--- src/rtl/mem_write_buffer.sv ---
// Four-entry store buffer in front of the RAM controller. Buffered writes drain
// ahead of any cache fill so a granted fill always sees every earlier store.
module mem_write_buffer #(
    parameter int DEPTH = 4
) (
    input  logic        clk,
    input  logic        rst,
    input  logic        store_req,
    input  logic [15:0] store_addr,
    input  logic [15:0] store_data,
    output logic        store_stall,
    input  logic        i_miss,
    input  logic        d_miss,
    output logic        i_grant,
    output logic        d_grant,
    input  logic        fill_done,
    output logic        ram_write,
    output logic [15:0] ram_write_address,
    output logic [15:0] ram_write_data,
    output logic [2:0]  occupancy
);

    typedef enum logic [1:0] {
        IDLE  = 2'd0,
        DRAIN = 2'd1,
        FILL  = 2'd2
    } state_t;

    state_t      state, next_state;
    logic [15:0] addr_mem [DEPTH];
    logic [15:0] data_mem [DEPTH];
    logic [1:0]  rd_ptr, wr_ptr;
    logic [2:0]  count, next_count;
    logic        owner_d;
    logic        enq, deq, miss, fill_entry;

    // Outputs are forced quiet while rst is high so the reset cycle itself is clean.
    always_comb begin
        store_stall = 1'b0;
        deq         = 1'b0;
        if (!rst) begin
            store_stall = (count == 3'd4) || (state == DRAIN);
            deq         = (count != 3'd0) && ((state == IDLE) || (state == DRAIN));
        end
        ram_write         = deq;
        enq               = store_req && !store_stall;
        next_count        = count + 3'(enq) - 3'(deq);
        miss              = i_miss || d_miss;
        i_grant           = !rst && (state == FILL) && !owner_d;
        d_grant           = !rst && (state == FILL) && owner_d;
        occupancy         = rst ? 3'd0 : count;
        ram_write_address = addr_mem[rd_ptr];
        ram_write_data    = data_mem[rd_ptr];
    end

    always_comb begin
        next_state = state;
        case (state)
            IDLE:  if (miss) next_state = (next_count == 3'd0) ? FILL : DRAIN;
            DRAIN: begin
                if (!miss)               next_state = IDLE;
                else if (count == 3'd0)  next_state = FILL;
            end
            FILL:  if (fill_done) next_state = IDLE;
            default: next_state = IDLE;
        endcase
        fill_entry = (next_state == FILL) && (state != FILL);
    end

    always_ff @(posedge clk) begin
        if (rst) begin
            state   <= IDLE;
            rd_ptr  <= 2'd0;
            wr_ptr  <= 2'd0;
            count   <= 3'd0;
            owner_d <= 1'b0;
        end else begin
            state <= next_state;
            count <= next_count;
            if (enq)        wr_ptr  <= wr_ptr + 2'd1;
            if (deq)        rd_ptr  <= rd_ptr + 2'd1;
            if (fill_entry) owner_d <= d_miss;
        end
    end

    // Entry storage is never cleared; ram_write qualifies its contents.
    always_ff @(posedge clk) begin
        if (enq) begin
            addr_mem[wr_ptr] <= store_addr;
            data_mem[wr_ptr] <= store_data;
        end
    end

endmodule

--- config.mk ---
export PLATFORM = sky130hd
export DESIGN_NAME = mem_write_buffer
export DESIGN_NICKNAME = d
export VERILOG_FILES = /design/src/rtl/mem_write_buffer.sv
export SDC_FILE = /design/constraint.sdc
export NUM_CORES = 1
export LEC_CHECK = 0
export ABC_AREA = 1
export BUFFER_PORTS_ARGS = -buffer_cell sky130_fd_sc_hd__buf_4
export CAP_MARGIN = 0
export CORE_ASPECT_RATIO = 0.8
export CORE_UTILIZATION = 55
export DETAILED_ROUTE_END_ITERATION = 16
export GPL_TIMING_DRIVEN = 1
export PLACE_DENSITY = 0.77
export SYNTH_ARGS = -nofsm -noshare
export SYNTH_HDL_FRONTEND = slang
export SYNTH_SLANG_ARGS = --single-unit
--- constraint.sdc ---
create_clock -name clk -period 3.3 [get_ports clk]
set_input_delay 0.66 -clock clk [delete_from_list [all_inputs] [get_ports clk]]
set_output_delay 0.66 -clock clk [all_outputs]
set_load 0.02 [all_outputs]
# --- After elaboration in Yosys (flattened, before gate mapping) ---
# Memories as Yosys holds them, arrays and structs flattened. A register that Yosys moved wholly into a read port is not among the register bits.
# Index checks and enable logic that the tools add are counted.
# W data, S select, Z words.
classes:
  add_sub_neg: 4
  n_eq_ne: 5
  mux: 15
  n_reduce_logical: 16
ops:
  columns: ["cell", "count"]
  rows:
  - ["$mux W2", 9]
  - ["$logic_and A1 B1 Y1", 6]
  - ["$logic_not A3 Y1", 2]
  - ["$pmux W2 S3", 1]
  - ["$add A2 B1 Y2 const B", 2]
  - ["$eq A2 B2 Y1 const B", 2]
  - ["$mux W1", 4]
  - ["$add A3 B1 Y3", 1]
  - ["$eq A3 B3 Y1 const B", 1]
  - ["$logic_not A1 Y1", 3]
  - ["$logic_or A1 B1 Y1", 3]
  - ["$mux W3", 1]
  - ["$reduce_bool A3 Y1", 1]
  - ["$sub A3 B1 Y3", 1]
  - ["$eq A2 B1 Y1 const B", 1]
  - ["$logic_not A2 Y1", 1]
  - ["$ne A2 B2 Y1 const B", 1]
word_totals:
  register_bits: 10
  ramBits: 128
  out_inout_bits: 39
  word_cells: 47
  memories: 2
mem_list:
  columns: ["memory", "depth", "width", "rd", "rd_ports_with_merged_regs", "wr", "line", "text"]
  rows:
  - ["addr_mem", 4, 16, 1, 1, 1, "30", "logic [15:0] addr_mem [DEPTH];"]
  - ["data_mem", 4, 16, 1, 1, 1, "31", "logic [15:0] data_mem [DEPTH];"]

# --- Logic depth before layout (Yosys ltp) ---
# Gate-level depths: netlist (run 1).
depth:
  word_depth: 13
  mapped_depth: 17
  mapped_depth_nobuf: 17

# --- Least setup slack after synthesis (run 1) ---
# OpenSTA, ideal clock, no wires.
synth_path:
  path_kind: "input to register"
  from: "input rst"
  to: "memory addr_mem[0][0] (enable)"
  setup_ns: 0.421
  arrival_ns: 2.337
  path_slack_ns: 0.542
  stages: 4
  path_buffers: 0
  path_cell_list: "inv_1 > nand2_1 > nand3_4 > nor2_1"
synth_between:
  elab_chain_len: 5
synth_lines:
  columns: ["item", "line", "text"]
  rows:
  - ["start: declaration", "7", "input logic rst,"]
  - ["$mux W1", "41", "if (!rst) begin"]
  - ["$logic_not A1 Y1", "46", "enq = store_req && !store_stall;"]
  - ["$logic_and A1 B1 Y1", "46", null]
  - ["$mux W1", "88", "if (enq) begin"]
  - ["$mux W1 (implied by the code)", "89", "addr_mem[wr_ptr] <= store_addr;"]
  - ["end: declaration", "30", null]
# No other way between the ends.

==> flow_summary.yaml, run 1 <==
placed_design:
  dp.cells: 590
  routabilityCongestion: 0.7458
  dp_worst_setup_slack_ns: 0.2867
  port_buffers: 76
  dpl.hpwl_mm: 6.549
setup_path:
  path_common_cell: "buf_4"
  critPathKind: "reg -> out"
  max_stage_delay_ns: 0.71
  worstSetupStartpointType: "flop"
  cp_top_family: "flip-flops"
  arrival_ns: 2.18
  required_ns: 2.64
  crit_chain: "buf_4, o21ai_0, o22ai_1, buf_4"
  critPathCaptureType: "output pin"
  crit_buf_inv: 2
  critPathMaxFanout: 34
  slowest_stage: "dfxtp_2"
global_routing:
  grt_usage: 0.2227
  grt_util_met2: 0.3642
  antenna_found_initial: 0
  met3_usage: 0.06107
  met1_usage: 0.2866
  grt_first_pass_wirelength_mm: 16.64
  grt_max_degree: 65
  grt-ovfl-total: 0
  busiest_layer: "met2"
  grt_pass1_vias: 3334
yosys:
  synth.ff_latch_count: 140
  synth_area_mm2: 0.005413
  synth-edff-count: 128
  syn_inst: 407
  syn-num-nets: 452
  netlist_top_cells_count: "128 x edfxtp_1, 78 x nor2_1, 60 x o21ai_0, 32 x o22ai_1, 20 x inv_1"
  ys_types: 26
  async_reset_ff_frac: 0
  netlist.area_leader.share: 0.7101
  synth_area_leaders: "edfxtp_1 71%, o21ai_0 5.5%, nor2_1 5.4%, dfxtp_1 4.4%, o22ai_1 3.7%"
  avgSynthCellArea_um2: 13.30
  synth_warnings: 0
  ys.flop_type: "edfxtp_1"
  synth_top_area_cell: "edfxtp_1"
  yosysMostFrequentCell: "edfxtp_1"
  ys_seq_area_frac: 0.7545
timing:
  max_freq_mhz: 351.6
  hold_slack_ns: 0.4430
  setup_viol: 0
  worstMarginPinSlew_ns: 0.6157
  setup_tns_ns: 0
  finalCritPeriodShare: 0.8620
  rsz0062_at_grt: "false"
  setup_slack_ns: 0.4555
  drv_slew: 0
  fin_skew_ns: 0.009209
  finalCriticalPeriod_ns: 2.844
  hold_viol_final: 0
  relSlewSlack: 0.5886
die:
  io_pins: 77
  die_area_mm2: 0.01024
  rows: 31
  coreArea_mm2: 0.009309
  die_y_um: 90.73
  die_w_um: 112.9
  start_util: 0.5815
clock_tree:
  cts_tree: "done"
  h-tree-depth: 4
  clock_latency_ns: 0.42
  cts_resized: 0
  clockBufferDepth: 2
  clock_sinks: 140
  cts_hold_buffers: 0
  clk_pin_slew_worst_paths_ns: 0.06
  cts_buffers: 17
  cts_setup_buffers: 0
  clockRootBuffer: "clkbuf_16"
routing:
  first_pass_iters: 5
  routed_wl_mm: 10.55
  first_iter_violations: 290
  avgRoutedWirePerCell_um: 16.96
  drc: 0
  ant_nets: 0
  routed_via_density: 5.593
  via_count: 3479
status:
  status: "finished, final reports clean"
power:
  power_leakage_nw: 2.509
  power_density_mw_per_mm2: 835.2
  total_power_w: 0.005624
  ir_worst_vdd_v: 0.0005086
finish:
  syn_to_final_growth_pct: 24.41
  nets: 539
  drive_gt1_frac: 0.2663
  stdcell_count: 622
  diodes: 0
min_path:
  hold_path.class: "in -> reg"
job:
  cap_violations: 0
## cells in the final DEF (no fill, tap or decap), types with 4 or more instances in the layout
cell	Yosys	layout
a21oi_1	8	8
buf_4	0	88
clkbuf_1	6	4
clkbuf_16	0	20
clkinv_2	0	4
dfxtp_1	12	11
edfxtp_1	128	128
ha_1	6	6
inv_1	20	20
nand2_1	15	15
nor2_1	78	74
nor2_2	5	5
nor2_4	1	5
o21ai_0	60	60
o21ai_1	8	8
o22ai_1	32	32
## area by class of cell
type                            instances  area (µm²)
Clock buffer                           27       556.8
Tap cell                              115       143.9
Fill cell                             611        2575
Clock inverter                          5       27.53
Inverter                               23       88.84
Timing Repair Buffer                   88       660.6
Multi-Input combinational cell        224        1171
Sequential cell                       140        4085
## kinds of logic (layout without fill, tap and decap cells)
group,Yosys count,in the layout,share of synthesized area
compound gates,109,109,0.1089
fa+ha+maj,7,7,0.01757
buf+inv,43,143,0.03467
flops,140,140,0.7545
simple gates,108,108,0.08437
## through the flow
step	util	instance area, µm²
global route	0.7234	6734
global placement	0.6606	6150
floorplan	-	5413
finish	0.7234	6734
CTS	0.7234	6734
detailed placement	0.6606	6150
## flip-flops by register name, indices dropped and copies added (netlist names), named ones only
signal	count
wr_ptr	2
rd_ptr	2
owner_d	1
count	3
addr_mem	64
data_mem	64
state	2
## worst paths after layout
path	start	end	slack [ns]	cells after the start
max	flop	ram_write_address[0]	0.46	4
min	store_data[6]	data_mem[3][6]	0.44	1
max reg2reg	state[0]	owner_d	0.81	14
min reg2reg	rd_ptr[1]	rd_ptr[1]	0.48	2
## where the power goes
group / leakage [nW] / switching (W) / internal [W]
clock: 0.289 / 0.000653 / 0.00115
combinational: 0.950 / 0.000997 / 0.000560
sequential: 1.27 / 0.000103 / 0.00216
## per-layer routing
metal	share of wire	wire length (µm)
met5	0	0
met4	0.0077	81
met3	0.071	748
met2	0.50	5302
met1	0.42	4419
Power figures use the tool's default switching activity.
==> inputs of run 2 (changes only) <==
--- a/config.mk
+++ b/config.mk
@@ -9,10 +9,10 @@
 export BUFFER_PORTS_ARGS = -buffer_cell sky130_fd_sc_hd__buf_4
 export CAP_MARGIN = 0
 export CORE_ASPECT_RATIO = 0.8
-export CORE_UTILIZATION = 55
+export CORE_UTILIZATION = 37
 export DETAILED_ROUTE_END_ITERATION = 16
 export GPL_TIMING_DRIVEN = 1
-export PLACE_DENSITY = 0.77
+export SKIP_LAST_GASP = 1
 export SYNTH_ARGS = -nofsm -noshare
 export SYNTH_HDL_FRONTEND = slang
 export SYNTH_SLANG_ARGS = --single-unit
==> run 2 against run 1 <==
  * Critical path depth grew 1
  * Combinational power grew 3%
  * First-iteration DRC count shrank 26%
  * Count of clock-buffer cells in the layout shrank 10
  * Clock power grew 14%
  * Maximum frequency grew 5.9%
  * Wire length grew 5.6%
  * Global-route usage shrank 6.4 points
  * Largest cell class unchanged
==> flow_summary.yaml, run 2 (synthesis gave the netlist of run 1 again) <==
status:
  status: "finished, final reports clean"
routing:
  first_pass_iters: 4
  avgRoutedWirePerCell_um: 16.22
  routed_wl_mm: 11.14
  routed_via_density: 4.937
  drc: 0
  wl_met3_um: 436
  highest_layer: "met4"
  wl_met1_mm: 5.280
  ant_nets: 0
  met2_length_mm: 5.258
  first_iter_violations: 215
  via_count: 3392
die:
  die_area_mm2: 0.01512
  start_util: 0.3786
  io_pins: 77
  rows: 39
  die_y_um: 110.2
  coreArea_mm2: 0.01430
  die_w_um: 137.2
global_routing:
  grt_max_degree: 65
  grt_pass1_vias: 3301
  grt_usage: 0.1592
  grt_first_pass_wirelength_mm: 17.13
  antenna_found_initial: 0
  grt-ovfl-total: 0
setup_path:
  worst-r2r-setup-slack_ns: 0.84
  arrival_ns: 2.03
  crit_chain: "inv_1, buf_4, o21ai_0, o22ai_1, buf_4"
  reg2reg_depth: 13
  critPathMaxFanout: 17
  critPathKind: "reg -> out"
  path_common_cell: "buf_4"
  max_stage_delay_ns: 0.41
  slowest_stage: "inv_1"
  critPathCaptureType: "output pin"
  required_ns: 2.64
  worstSetupStartpointType: "flop"
min_path:
  hold_depth: 1
  hold_path.class: "in -> reg"
finish:
  nets: 535
  drive_gt1_frac: 0.2664
  reg.largest.list: "addr_mem: 64 flops, data_mem: 64 flops, count: 3 flops"
  diodes: 0
  layout_common_cells: "128 x edfxtp_1, 80 x buf_4, 74 x nor2_1, 60 x o21ai_0, 32 x o22ai_1"
  finish.utilization: 0.4826
  final_common_cell: "edfxtp_1"
  syn_to_final_growth_pct: 27.49
timing:
  drv_slew: 0
  worstMarginPinSlew_ns: 0.6392
  hold_viol_final: 0
  rsz0062_at_grt: "false"
  max_freq_mhz: 372.2
  fin_skew_ns: 0.01139
  finalCritPeriodShare: 0.8141
  setup_viol: 0
  finalCriticalPeriod_ns: 2.687
  relSlewSlack: 0.5729
  setup_tns_ns: 0
placed_design:
  port_buffers: 76
  dpl.hpwl_mm: 6.583
  routabilityCongestion: 0.7235
clock_tree:
  cts_hold_buffers: 0
  clk_pin_slew_worst_paths_ns: 0.06
  cts_tree: "done"
  cts_setup_buffers: 0
  clock_sinks: 140
  clockBufferDepth: 2
  h-tree-depth: 4
  cts_resized: 0
  clock_latency_ns: 0.41
  clockRootBuffer: "clkbuf_16"
  cts_buffers: 17
power:
  ir_worst_vdd_v: 0.0003889
  power_density_mw_per_mm2: 852.9
  power_leakage_nw: 2.520
job:
  cap_violations: 0
==> run 2: cell count changes in the layout (fill, tap and decap cells not counted), moves of 3 or more <==
cell and delta:
buf_12 +4, buf_4 -8, bufinv_16 +5, clkbuf_1 -4
clkbuf_16 -3, clkbuf_8 -3
==> run 2: final timing paths <==
check,startpoint,end
worst min register to register,rd_ptr[0],rd_ptr[0]
worst min-delay path,store_data[2],data_mem[0][2]
worst max register to register,state[1],owner_d
worst max-delay path,flop,ram_write_address[14]
==> run 2: power by group <==
| part | internal (W) | leakage [nW] | total (W) | switching (W) |
|---|---|---|---|---|
| registers | 0.00216 | 1.27 | 0.00224 | 0.0000750 |
| clock network | 0.00134 | 0.307 | 0.00205 | 0.000715 |
| logic | 0.000571 | 0.942 | 0.00160 | 0.00103 |
==> run 2: worst max-delay path, delay by kind of cell, from the launching register on <==
family,cells,cell delay (ns)
AOI/OAI and AO/OA,2,0.35
buffers and inverters,3,0.95
DFF,1,0.31
==> run 2: metal layers <==
| metal | global-route usage | vias to the layer above |
|---|---|---|
| met3 | 0.05030 | 18 |
| met5 | 0 | - |
| met1 | 0.2068 | 1662 |
| li1 | - | 1647 |
| met4 | 0.06515 | 0 |
| met2 | 0.2475 | 65 |
==> run 2: metrics by stage <==
step                      worst slack [ns]  hold slack [ns]  instance area [µm²]  cells  total power, W
after floorplan                     0.5419           0.4416                 5413    407        0.003247
after global placement              0.3923           0.4704                 6256    655        0.003858
after detailed placement            0.3250           0.4803                 6256    655        0.003885
after CTS                           0.6039           0.4215                 6900    687        0.005955
after global routing                0.4333           0.4210                 6900    687        0.006185
final                               0.6135           0.4455                 6900    687        0.005885
==> run 2: final cells by class <==
type	count	area, µm²
fillers	1217	7397
clock inverters	15	219.0
well taps	184	230.2
flip-flops and latches	140	4085
multi-input cells	224	1171
clock buffers	17	425.4
inverters	23	88.84
repair buffers	84	680.7
==> inputs of run 3 (changes only) <==
==> constraint.sdc (replaced) <==
create_clock -name clk -period 2.4 [get_ports clk]
set_input_delay 0.48 -clock clk [delete_from_list [all_inputs] [get_ports clk]]
set_output_delay 0.48 -clock clk [all_outputs]
set_load 0.02 [all_outputs]
==> run 3 against run 2 <==
  * Cell count increased by 1.6%
  * Sequential cell count stayed put
  * Wire length decreased by 3.2%
  * Sequential power is 38% higher
  * Highest routed layer unchanged
  * First-iteration DRC count decreased by 19%
  * Critical endpoint is now owner_d
  * Critical path depth is 9 higher
  * Setup slack got worse by 0.49 ns
  * Cell area hardly changed
==> flow_summary.yaml, run 3 (synthesis gave the netlist of run 1 again) <==
status:
  status: "finished, final reports clean"
min_path:
  hp-start: "store_data[1]"
  hold_path.class: "in -> reg"
timing:
  hold_viol_final: 0
  setup_tns_ns: 0
  max_freq_mhz: 440.2
  drv_slew: 0
  worstMarginPinSlew_ns: 0.3320
  finalCriticalPeriod_ns: 2.272
  setup_viol: 0
  setup_slack_ns: 0.1281
  relSlewSlack: 0.7787
  finalCritPeriodShare: 0.9466
  fin_skew_ns: 0.006234
finish:
  register_area_mm2: 0.004086
  layout_common_cells: "128 x edfxtp_1, 94 x buf_4, 73 x nor2_1, 60 x o21ai_0, 32 x o22ai_1"
  nets: 548
  final_common_cell: "edfxtp_1"
  fill_cells: 1287
  finish.utilization: 0.4823
  drive_gt1_frac: 0.2938
  syn_to_final_growth_pct: 27.39
  reg.largest.list: "addr_mem: 64 flops, data_mem: 64 flops, count: 3 flops"
  diodes: 0
  multi_input_area_mm2: 0.001212
  stdcell_count: 698
clock_tree:
  clock_sinks: 140
  clk_pin_slew_worst_paths_ns: 0.05
  clockRootBuffer: "clkbuf_16"
  cts_hold_buffers: 0
  cts_tree: "done"
  clock_latency_ns: 0.41
  clockBufferDepth: 2
  cts_buffers: 17
  h-tree-depth: 4
placed_design:
  dp.cells: 667
  port_buffers: 76
  dp_worst_setup_slack_ns: -0.1023
  routabilityCongestion: 0.7611
  dpl.hpwl_mm: 6.715
setup_path:
  arrival_ns: 2.57
  worstSetupStartpointType: "flop"
  cp_top_family: "adder cells"
  critPathKind: "reg -> reg"
  required_ns: 2.70
  cp-startpoint: "count[0]"
  crit_chain: "nor2_4, nand2_2, nand2_2, nor2_4, ha_1, inv_1, ha_2, fa_2, nor2_2, nand4_1, nand2_1, nand3_1, nand2_1, nor2_1"
  max_stage_delay_ns: 0.46
  critPathCaptureType: "flop"
  regToRegStartpoint: "count[0]"
  slowest_stage: "fa_2"
  crit_buf_inv: 1
  critPathMaxFanout: 3
die:
  coreArea_mm2: 0.01430
  die_area_mm2: 0.01512
  start_util: 0.3786
  die_y_um: 110.2
  die_w_um: 137.2
  io_pins: 77
  rows: 39
global_routing:
  grt_usage: 0.1554
  grt_max_degree: 56
  grt_first_pass_wirelength_mm: 16.81
  grt-ovfl-total: 0
  grt_pass1_vias: 3296
  antenna_found_initial: 0
routing:
  avgRoutedWirePerCell_um: 15.46
  first_pass_iters: 4
  ant_nets: 0
  routed_via_density: 4.871
  via_count: 3400
  first_iter_violations: 175
  drc: 0
  routed_wl_mm: 10.79
power:
  power_density_mw_per_mm2: 1112
  power_leakage_nw: 2.538
  ir_worst_vdd_v: 0.0005642
  total_power_w: 0.007670
job:
  cap_violations: 0
[run 3: cell types whose count changed in the layout (fill, tap and decap cells not counted), moves of 2 or more]
cell and delta:
nand2_2 +4, buf_4 +14, clkinv_4 -2, nor2_4 +3, nor2_2 -2, bufinv_16 -4, clkinv_1 +3, inv_6 -2
clkinv_2 +4, nand2_1 -4
[run 3: final timing paths]
path	end	slack, ns	cells past startpoint
worst min register to register	flop	0.47	2
worst min-delay path	data_mem[0][1]	0.27	1
worst max-delay path	owner_d	0.13	14
worst max register to register	owner_d	0.13	14
[run 3: final cells by class]
class	count	share of cell area
Sequential cell	140	0.5926
Multi-Input combinational cell	224	0.1758
Timing Repair Buffer	97	0.1111
Clock buffer	18	0.06224
Tap cell	184	0.03339
Inverter	23	0.01288
Clock inverter	12	0.01198
[run 3: worst register-to-register path, cell delays in order, from the launching register on]
cell     delay [ns]
dfxtp_2        0.34
nor2_4         0.13
nand2_2        0.07
nand2_2        0.09
nor2_4         0.04
ha_1           0.28
inv_1          0.06
ha_2           0.17
fa_2           0.46
nor2_2         0.11
nand4_1        0.11
nand2_1        0.12
nand3_1        0.08
nand2_1        0.06
nor2_1         0.03
[run 3: layer usage]
metal  global-route usage  part of all wire  up-vias
li1                     -                 -     1670
met5                    0                 0        -
met1               0.1912              0.45     1646
met2               0.2529              0.48       71
met4              0.05416             0.013        0
met3              0.05716             0.059       13
[run 3: per-stage QoR]
| stage | hold WS (ns) | area, µm² |
|---|---|---|
| 6_report | 0.2712 | 6895 |
| 5_1_grt | 0.2498 | 6895 |
| 4_1_cts | 0.2543 | 6850 |
| 3_5_place_dp | 0.4636 | 6339 |
| 3_3_place_gp | 0.4617 | 6339 |
| 2_1_floorplan | 0.4416 | 5418 |
[run 3: repair_timing]
action                                  4_1_cts  5_1_grt
resized for setup                             0       12
endpoints found under the hold margin         0        0
setup buffers                                 0        1
endpoints found under the setup margin        0        2
[run 3: power breakdown]
part	internal (W)	leakage (nW)	switching [W]
Combinational	0.000891	1.01	0.00144
Sequential	0.00297	1.27	0.000107
Clock	0.00138	0.255	0.000876
